**config.mk**
```make
export PLATFORM = sky130hd
export DESIGN_NAME = seg7_scan_ctrl
export DESIGN_NICKNAME = d
export VERILOG_FILES = /design/src/rtl/seg7_scan_ctrl.sv
export SDC_FILE = /design/constraint.sdc
export NUM_CORES = 1
export LEC_CHECK = 0
export ABC_AREA = 1
export ABC_CLOCK_PERIOD_IN_PS = 4950
export CAP_MARGIN = 0
export CORE_MARGIN = 2
export CORE_UTILIZATION = 24
export DETAILED_ROUTE_END_ITERATION = 6
export SLEW_MARGIN = 5
export SYNTH_ARGS = -nofsm -noshare
export SYNTH_HDL_FRONTEND = slang
export SYNTH_SLANG_ARGS = --single-unit
```
**constraint.sdc**
```tcl
create_clock -name clk_i -period 4.95 [get_ports clk_i]
set_input_delay 1.485 -clock clk_i [delete_from_list [all_inputs] [get_ports clk_i]]
set_output_delay 1.485 -clock clk_i [all_outputs]
set_load 0.02 [all_outputs]
```
**src/rtl/seg7_scan_ctrl.sv**
```systemverilog
// Multiplexed scan controller for a common-anode seven-segment display driven through a BCD decoder.
// Walks the digits MSB first and emulates ripple-blanking across digits. New data is applied only at frame boundaries.
module seg7_scan_ctrl #(
  parameter int DIGITS  = 4,
  parameter int ON_CYC  = 1000,
  parameter int GAP_CYC = 4
) (
  input  logic                  clk_i,
  input  logic                  rst_i,
  input  logic                  en_i,
  input  logic                  load_i,
  input  logic [4*DIGITS-1:0]   data_i,
  input  logic                  lz_en_i,
  input  logic                  lt_req_i,
  input  logic                  blank_i,
  output logic                  d_o,
  output logic                  c_o,
  output logic                  b_o,
  output logic                  a_o,
  output logic                  lt_o,
  output logic                  bi_o,
  output logic                  rbi_o,
  output logic [DIGITS-1:0]     dig_o,
  output logic                  frame_o
);
  localparam int MAXC = (ON_CYC > GAP_CYC) ? ON_CYC : GAP_CYC;
  localparam int CW   = $clog2(MAXC + 1);
  localparam int IW   = $clog2(DIGITS);

  typedef enum logic [1:0] {IDLE, GAP, SHOW} state_t;

  state_t              state_q, state_d;
  logic [CW-1:0]       cnt_q, cnt_d;
  logic [IW-1:0]       idx_q, idx_d;
  logic                zrun_q, zrun_d;
  logic                pend_q, pend_d;
  logic [4*DIGITS-1:0] shadow_q, shadow_d;
  logic [4*DIGITS-1:0] stage_q, stage_d;
  logic [3:0]          dcba_q, dcba_d;
  logic                lt_q, lt_d, bi_q, bi_d, rbi_q, rbi_d, frame_q, frame_d;
  logic [DIGITS-1:0]   dig_q, dig_d;
  logic [3:0]          cur_nib, nxt_nib;
  logic                show_end, boundary;

  assign cur_nib  = shadow_q[{idx_q, 2'b00} +: 4];
  assign show_end = (state_q == SHOW) && (cnt_q == CW'(ON_CYC - 1));
  assign boundary = en_i && show_end && (idx_q == '0);

  always_comb begin
    state_d = state_q;
    cnt_d   = cnt_q;
    idx_d   = idx_q;
    zrun_d  = zrun_q;
    frame_d = 1'b0;
    if (!en_i) begin
      state_d = IDLE;
    end else begin
      case (state_q)
        IDLE: begin
          state_d = GAP;
          idx_d   = IW'(DIGITS - 1);
          cnt_d   = '0;
          zrun_d  = lz_en_i;
        end
        GAP: begin
          if (cnt_q == CW'(GAP_CYC - 1)) begin
            state_d = SHOW;
            cnt_d   = '0;
          end else begin
            cnt_d = cnt_q + CW'(1);
          end
        end
        SHOW: begin
          if (show_end) begin
            state_d = GAP;
            cnt_d   = '0;
            if (idx_q == '0) begin
              idx_d   = IW'(DIGITS - 1);
              zrun_d  = lz_en_i;
              frame_d = 1'b1;
            end else begin
              idx_d  = idx_q - IW'(1);
              zrun_d = zrun_q & (cur_nib == 4'd0);
            end
          end else begin
            cnt_d = cnt_q + CW'(1);
          end
        end
        default: state_d = IDLE;
      endcase
    end
  end

  // A LOAD that lands exactly on the boundary bypasses staging so it is not lost behind stale pending data.
  always_comb begin
    shadow_d = shadow_q;
    stage_d  = stage_q;
    pend_d   = pend_q;
    if (state_q == IDLE) begin
      if (load_i) shadow_d = data_i;
    end else if (boundary) begin
      if (load_i)      shadow_d = data_i;
      else if (pend_q) shadow_d = stage_q;
      pend_d = 1'b0;
    end else if (load_i) begin
      stage_d = data_i;
      pend_d  = 1'b1;
    end
  end

  assign nxt_nib = shadow_d[{idx_d, 2'b00} +: 4];

  always_comb begin
    dcba_d = 4'd0;
    lt_d   = 1'b1;
    bi_d   = 1'b0;
    rbi_d  = 1'b1;
    if (state_d == SHOW) begin
      dcba_d = nxt_nib;
      bi_d   = ~blank_i;
      lt_d   = ~lt_req_i;
      rbi_d  = ~(zrun_d & (nxt_nib == 4'd0) & (idx_d != '0));
    end
  end

  generate
    for (genvar gi = 0; gi < DIGITS; gi++) begin : g_dig
      assign dig_d[gi] = ~((state_d == SHOW) && (idx_d == IW'(gi)));
    end
  endgenerate

  always_ff @(posedge clk_i or posedge rst_i) begin
    if (rst_i) begin
      state_q  <= IDLE;
      cnt_q    <= '0;
      idx_q    <= IW'(DIGITS - 1);
      zrun_q   <= 1'b0;
      pend_q   <= 1'b0;
      shadow_q <= '0;
      stage_q  <= '0;
      dcba_q   <= 4'd0;
      lt_q     <= 1'b1;
      bi_q     <= 1'b0;
      rbi_q    <= 1'b1;
      frame_q  <= 1'b0;
      dig_q    <= '1;
    end else begin
      state_q  <= state_d;
      cnt_q    <= cnt_d;
      idx_q    <= idx_d;
      zrun_q   <= zrun_d;
      pend_q   <= pend_d;
      shadow_q <= shadow_d;
      stage_q  <= stage_d;
      dcba_q   <= dcba_d;
      lt_q     <= lt_d;
      bi_q     <= bi_d;
      rbi_q    <= rbi_d;
      frame_q  <= frame_d;
      dig_q    <= dig_d;
    end
  end

  assign {d_o, c_o, b_o, a_o} = dcba_q;
  assign lt_o    = lt_q;
  assign bi_o    = bi_q;
  assign rbi_o   = rbi_q;
  assign dig_o   = dig_q;
  assign frame_o = frame_q;
endmodule

```
---- After elaboration in Yosys (flattened, before gate mapping) ----
Cells that the tools add are included.
storage, ports and cells
  memory bits (writable) .................. 0
  bits in read-only memories .............. 0
  memories ................................ 0
  input port bits ......................... 23
  word-level logic and storage cells ...... 85
  flip-flop bits (word level) ............. 60
  latch bits .............................. 0
  output and inout port bits .............. 12
cells by class
  magnitude comparators ................... 0
  mux-type cells .......................... 30
  shift operators ......................... 2
  div/mod/pow operators ................... 0
  $mul .................................... 0
  reduce and logical (&&, ||, !) cells .... 18
  equal/unequal tests ..................... 8
  bitwise gates (word level) .............. 12
  add/sub/neg operators ................... 2
operators with widths
  operator                                                                count
  16-bit 2-to-1 mux                                                       5
  16-bit by 5-bit variable part select with 4-bit output                  2
  10-bit one-hot mux with 3 select lines                                  1
  10-bit 2-to-1 mux                                                       2
  1-bit 2-to-1 mux                                                        12
  2-bit 2-to-1 mux                                                        6
  10-bit by 1-bit adder with 10-bit output, second input constant         1
  10-bit equality test, second input constant                             1
  10-bit by 2-bit equality test with 1-bit output, second input constant  1
  1-bit NOT                                                               9
  2-bit equality test, second input constant                              4
  4-bit logical NOT                                                       2
  1-bit logical AND                                                       7
  2-bit logical NOT                                                       3
  2-bit one-hot mux with 3 select lines                                   1
  2-bit by 1-bit equality test with 1-bit output, second input constant   2
  4-bit 2-to-1 mux                                                        1
  2-bit one-hot mux with 2 select lines                                   1
  2-bit AND reduction                                                     2
  2-bit nonzero test                                                      2
  1-bit bitwise AND                                                       3
  3-bit AND reduction                                                     1
  3-bit nonzero test                                                      1
  1-bit one-hot mux with 2 select lines                                   1
  2-bit by 1-bit subtractor with 2-bit output, second input constant      1

---- Logic depth before layout (Yosys ltp) ----
  word-level depth ........................ 12
  gate-level depth with buffers ........... 15
  mapped depth without buffers ............ 14

---- Worst setup path after synthesis ----
Ideal clock, no wire load.
  path type ............................... input to register
  from .................................... input port en_i
  to ...................................... register stage_q[13]
  data arrival time ....................... 2.449 ns
  stages .................................. 6
  path slack .............................. 2.377 ns
  path buffers ............................ 1
  cells stage by stage .................... nand2_1 -> inv_1 -> nand4_4 -> buf_4 -> nand2_2 -> mux2_2
on the way
  cells in the longest elaborated chain, start to end .. 4
ends and longest elaborated chain
  what                            RTL line  text
  from (decl)                     10        input logic en_i,
  1-bit logical AND (2 in a row)  47        assign boundary = en_i && show_end && (idx_q == '0);
  1-bit NOT (no line)             n/a
  3-bit AND reduction (no line)   n/a
  to (signal assigned)            154       stage_q <= stage_d;
  to (decl)                       38        logic [4*DIGITS-1:0] stage_q, stage_d;
No other way between the ends.
A chain may end at the register's enable or synchronous reset.

---- Worst setup path after layout ----
  from .................................... input port en_i
  to ...................................... register stage_q[9]
Same word-level chain as after synthesis.

==> reports/results.txt <==
CTS Root Cell: clkbuf_16
VDD IR max: 0.1745 mV
Post-CTS Setup Inserts: 0
gr ovfl total: 0
Slew headroom: 56.92%
Final Net Count: 540
vias: 3,135
Synth cell types: 36
final core utilization: 30.14%
largest net degree at the start of global routing: 39
Detailed Route Iter0 Violations: 150
Net Count, Synth: 506
CTS tree: built
final wirelength: 9189 um
Die H: 126.4 um
PortBufs: 34
ys async rst share: 100.0%
fin crit share: 71.93%
Setup crit start kind: input port
DRC: 0
CTS hold repair buffers: 0
Seq/Total Area, Yosys: 42.03%
routing usage on met3: 3.838%
Worst Tran Pin Value: 0.6454 ns
vias in the first global route: 3,303
post-route cell area: 0.004397 sq mm
Syn Area/Cell: 7.539 sq um
maximum fanout along the worst path: 24
Antenna diodes: 0
Pwr per Cell Area: 345.9 mW/mm^2
post-route antenna net violation count: 0
MaxCap Viol Count: 0
Fin Setup TNS: 0 ns
WHS: 0.4715 ns
Synth Cell Area: 0.003596 sq mm
clk sinks: 60
DR pass1 iterations: 4
Die Wd: 126.4 um
Top Usage Layer GRT: met2
Seq cells post-synth: 60
Core ar.: 0.01459 sq mm
Syn Inst Count: 477
Primary FF master, synth: dfrtp_1
Rows: 44
commonest cells after routing, fill and taps aside: nand2_1, nor2_1, dfrtp_1, nand3_1, inv_1
number of I/O pins: 35
routed length per instance: 13.13 um
number of fill cells in the layout: 1,532
clk slew on worst S/H paths: 0.06 ns
EDFF count, synth: 0
Die ar.: 0.01598 sq mm
worst skew pair latency: 0.34 ns
leading cell type in the layout, fill and taps excluded: nand2_1
GR Util All Layers: 12.55%
minimum clock period after layout: 3.560 ns
DP Area: 0.004103 sq mm
PostCTS Resize Cnt: 0
dpl hpwl: 6620 um
H-tree depth: 3
RSZ-0062 raised after global routing: false
Hold Fails Final Rpt: 0
synth warn: 0
Clock Skews: 0.01093 ns
critical path required time: 5.17 ns
CP endpoint kind: flop
max frequency: 280.9 MHz
initial antenna violation count: 0
Clock Tree Buf Depth: 2
routability cong.: 0.8282
TritonCTS Buffers: 9
GR Util met1: 15.78%
ratio of cells with drive above 1 in the final layout: 15.31%
met2 Use GR: 21.04%
first-pass GRT wire length: 16,270 um
CP arrival: 3.78 ns
Hold WC Path Type: flop to flop
Initial Utilization: 24.65%
Static Leak: 2.112 nW
Area growth, synth to finish: 22.27%
Crit Path Category: input port to flop
status: finished, final reports clean
max-slew violation count: 0
vias per inst: 4.479
Final setup viols: 0
[logic make-up after synthesis]
group,synth area share [%]
AOI/OAI and AO/OA,6.368
xor gates and xnor gates,0.4872
adders and majority gates,2.088
buffers and inverters,7.411
DFF,42.03
muxes,1.253
and+or+nand+nor,40.36
[worst paths after layout]
path | startpoint | to | slack, ns | depth (start not counted)
setup / recovery | en_i | stage_q[9] | 1.39 | 6
hold / removal | zrun_q | zrun_q | 0.47 | 2
setup reg to reg | idx_q[0] | stage_q[9] | 2.30 | 7
hold reg to reg | zrun_q | zrun_q | 0.47 | 2
max in group asynchronous | rst_i | idx_q[1] | 2.51 | 3
min in group asynchronous | rst_i | cnt_q[3] | 1.50 | 2
[sequential cells by signal, indices dropped and copies added, names as in the netlist]
signal,count
shadow_q,16
stage_q,16
cnt_q,10
dcba_q,4
dig_o,4
idx_q,2
state_q,2
bi_o,1
frame_o,1
lt_o,1
pend_q,1
rbi_o,1
zrun_q,1
[cells in the mapped netlist (3+ instances only)]
master	count	area [sq um]
nand2_1	148	555.5
nor2_1	58	217.7
dfrtp_1	52	1301
nand3_1	42	210.2
inv_1	40	150.1
o21ai_0	18	90.09
a21oi_1	15	75.07
nand3_2	13	130.1
nand2_2	10	62.56
buf_2	8	40.04
dfstp_2	8	210.2
inv_2	8	30.03
nand4_1	8	50.05
ha_1	6	75.07
nor3_1	5	25.02
mux2_2	4	45.04
nor2_4	4	45.04
clkbuf_1	3	11.26
nor2_2	3	18.77
[area by class of cell]
type                            count  area [sq um]  area share [%]
Sequential cell                    60          1511           34.38
Timing Repair Buffer               37         362.8           8.253
Inverter                           48         180.2           4.098
Clock inverter                      6         65.06           1.480
Tap cell                          184         230.2           5.236
Multi-Input combinational cell    355          1818           41.35
Clock buffer                       10         229.0           5.208
[through the flow]
| stage | std cells | setup slack [ns] | power, mW |
|---|---|---|---|
| 3_5_place_dp | 684 | 1.021 | 0.9049 |
| 6_report | 700 | 1.390 | 1.521 |
| 3_3_place_gp | 684 | 1.009 | 0.9022 |
| 2_1_floorplan | 477 | 1.994 | 0.8185 |
| 4_1_cts | 700 | 1.374 | 1.538 |
| 5_1_grt | 700 | 1.218 | 1.616 |
[worst max-delay path, cell delays in order]
cell	delay, ns
clkdlybuf4s50_1	0.52
nand2_1	0.06
inv_1	0.47
nand4_4	0.36
nand2_2	0.48
mux2_2	0.39
[metal layers]
metal | share of wire, % | vias to the layer above
met2 | 49 | 57
met4 | 0.70 | 0
met1 | 46 | 1477
met5 | 0 | -
li1 | - | 1595
met3 | 4.2 | 6
[power by group]
group / switching [mW] / total (mW) / internal, mW
clock network: 0.236 / 0.625 / 0.389
registers: 0.0389 / 0.605 / 0.566
logic: 0.183 / 0.291 / 0.108
Power figures use the tool's default switching activity.
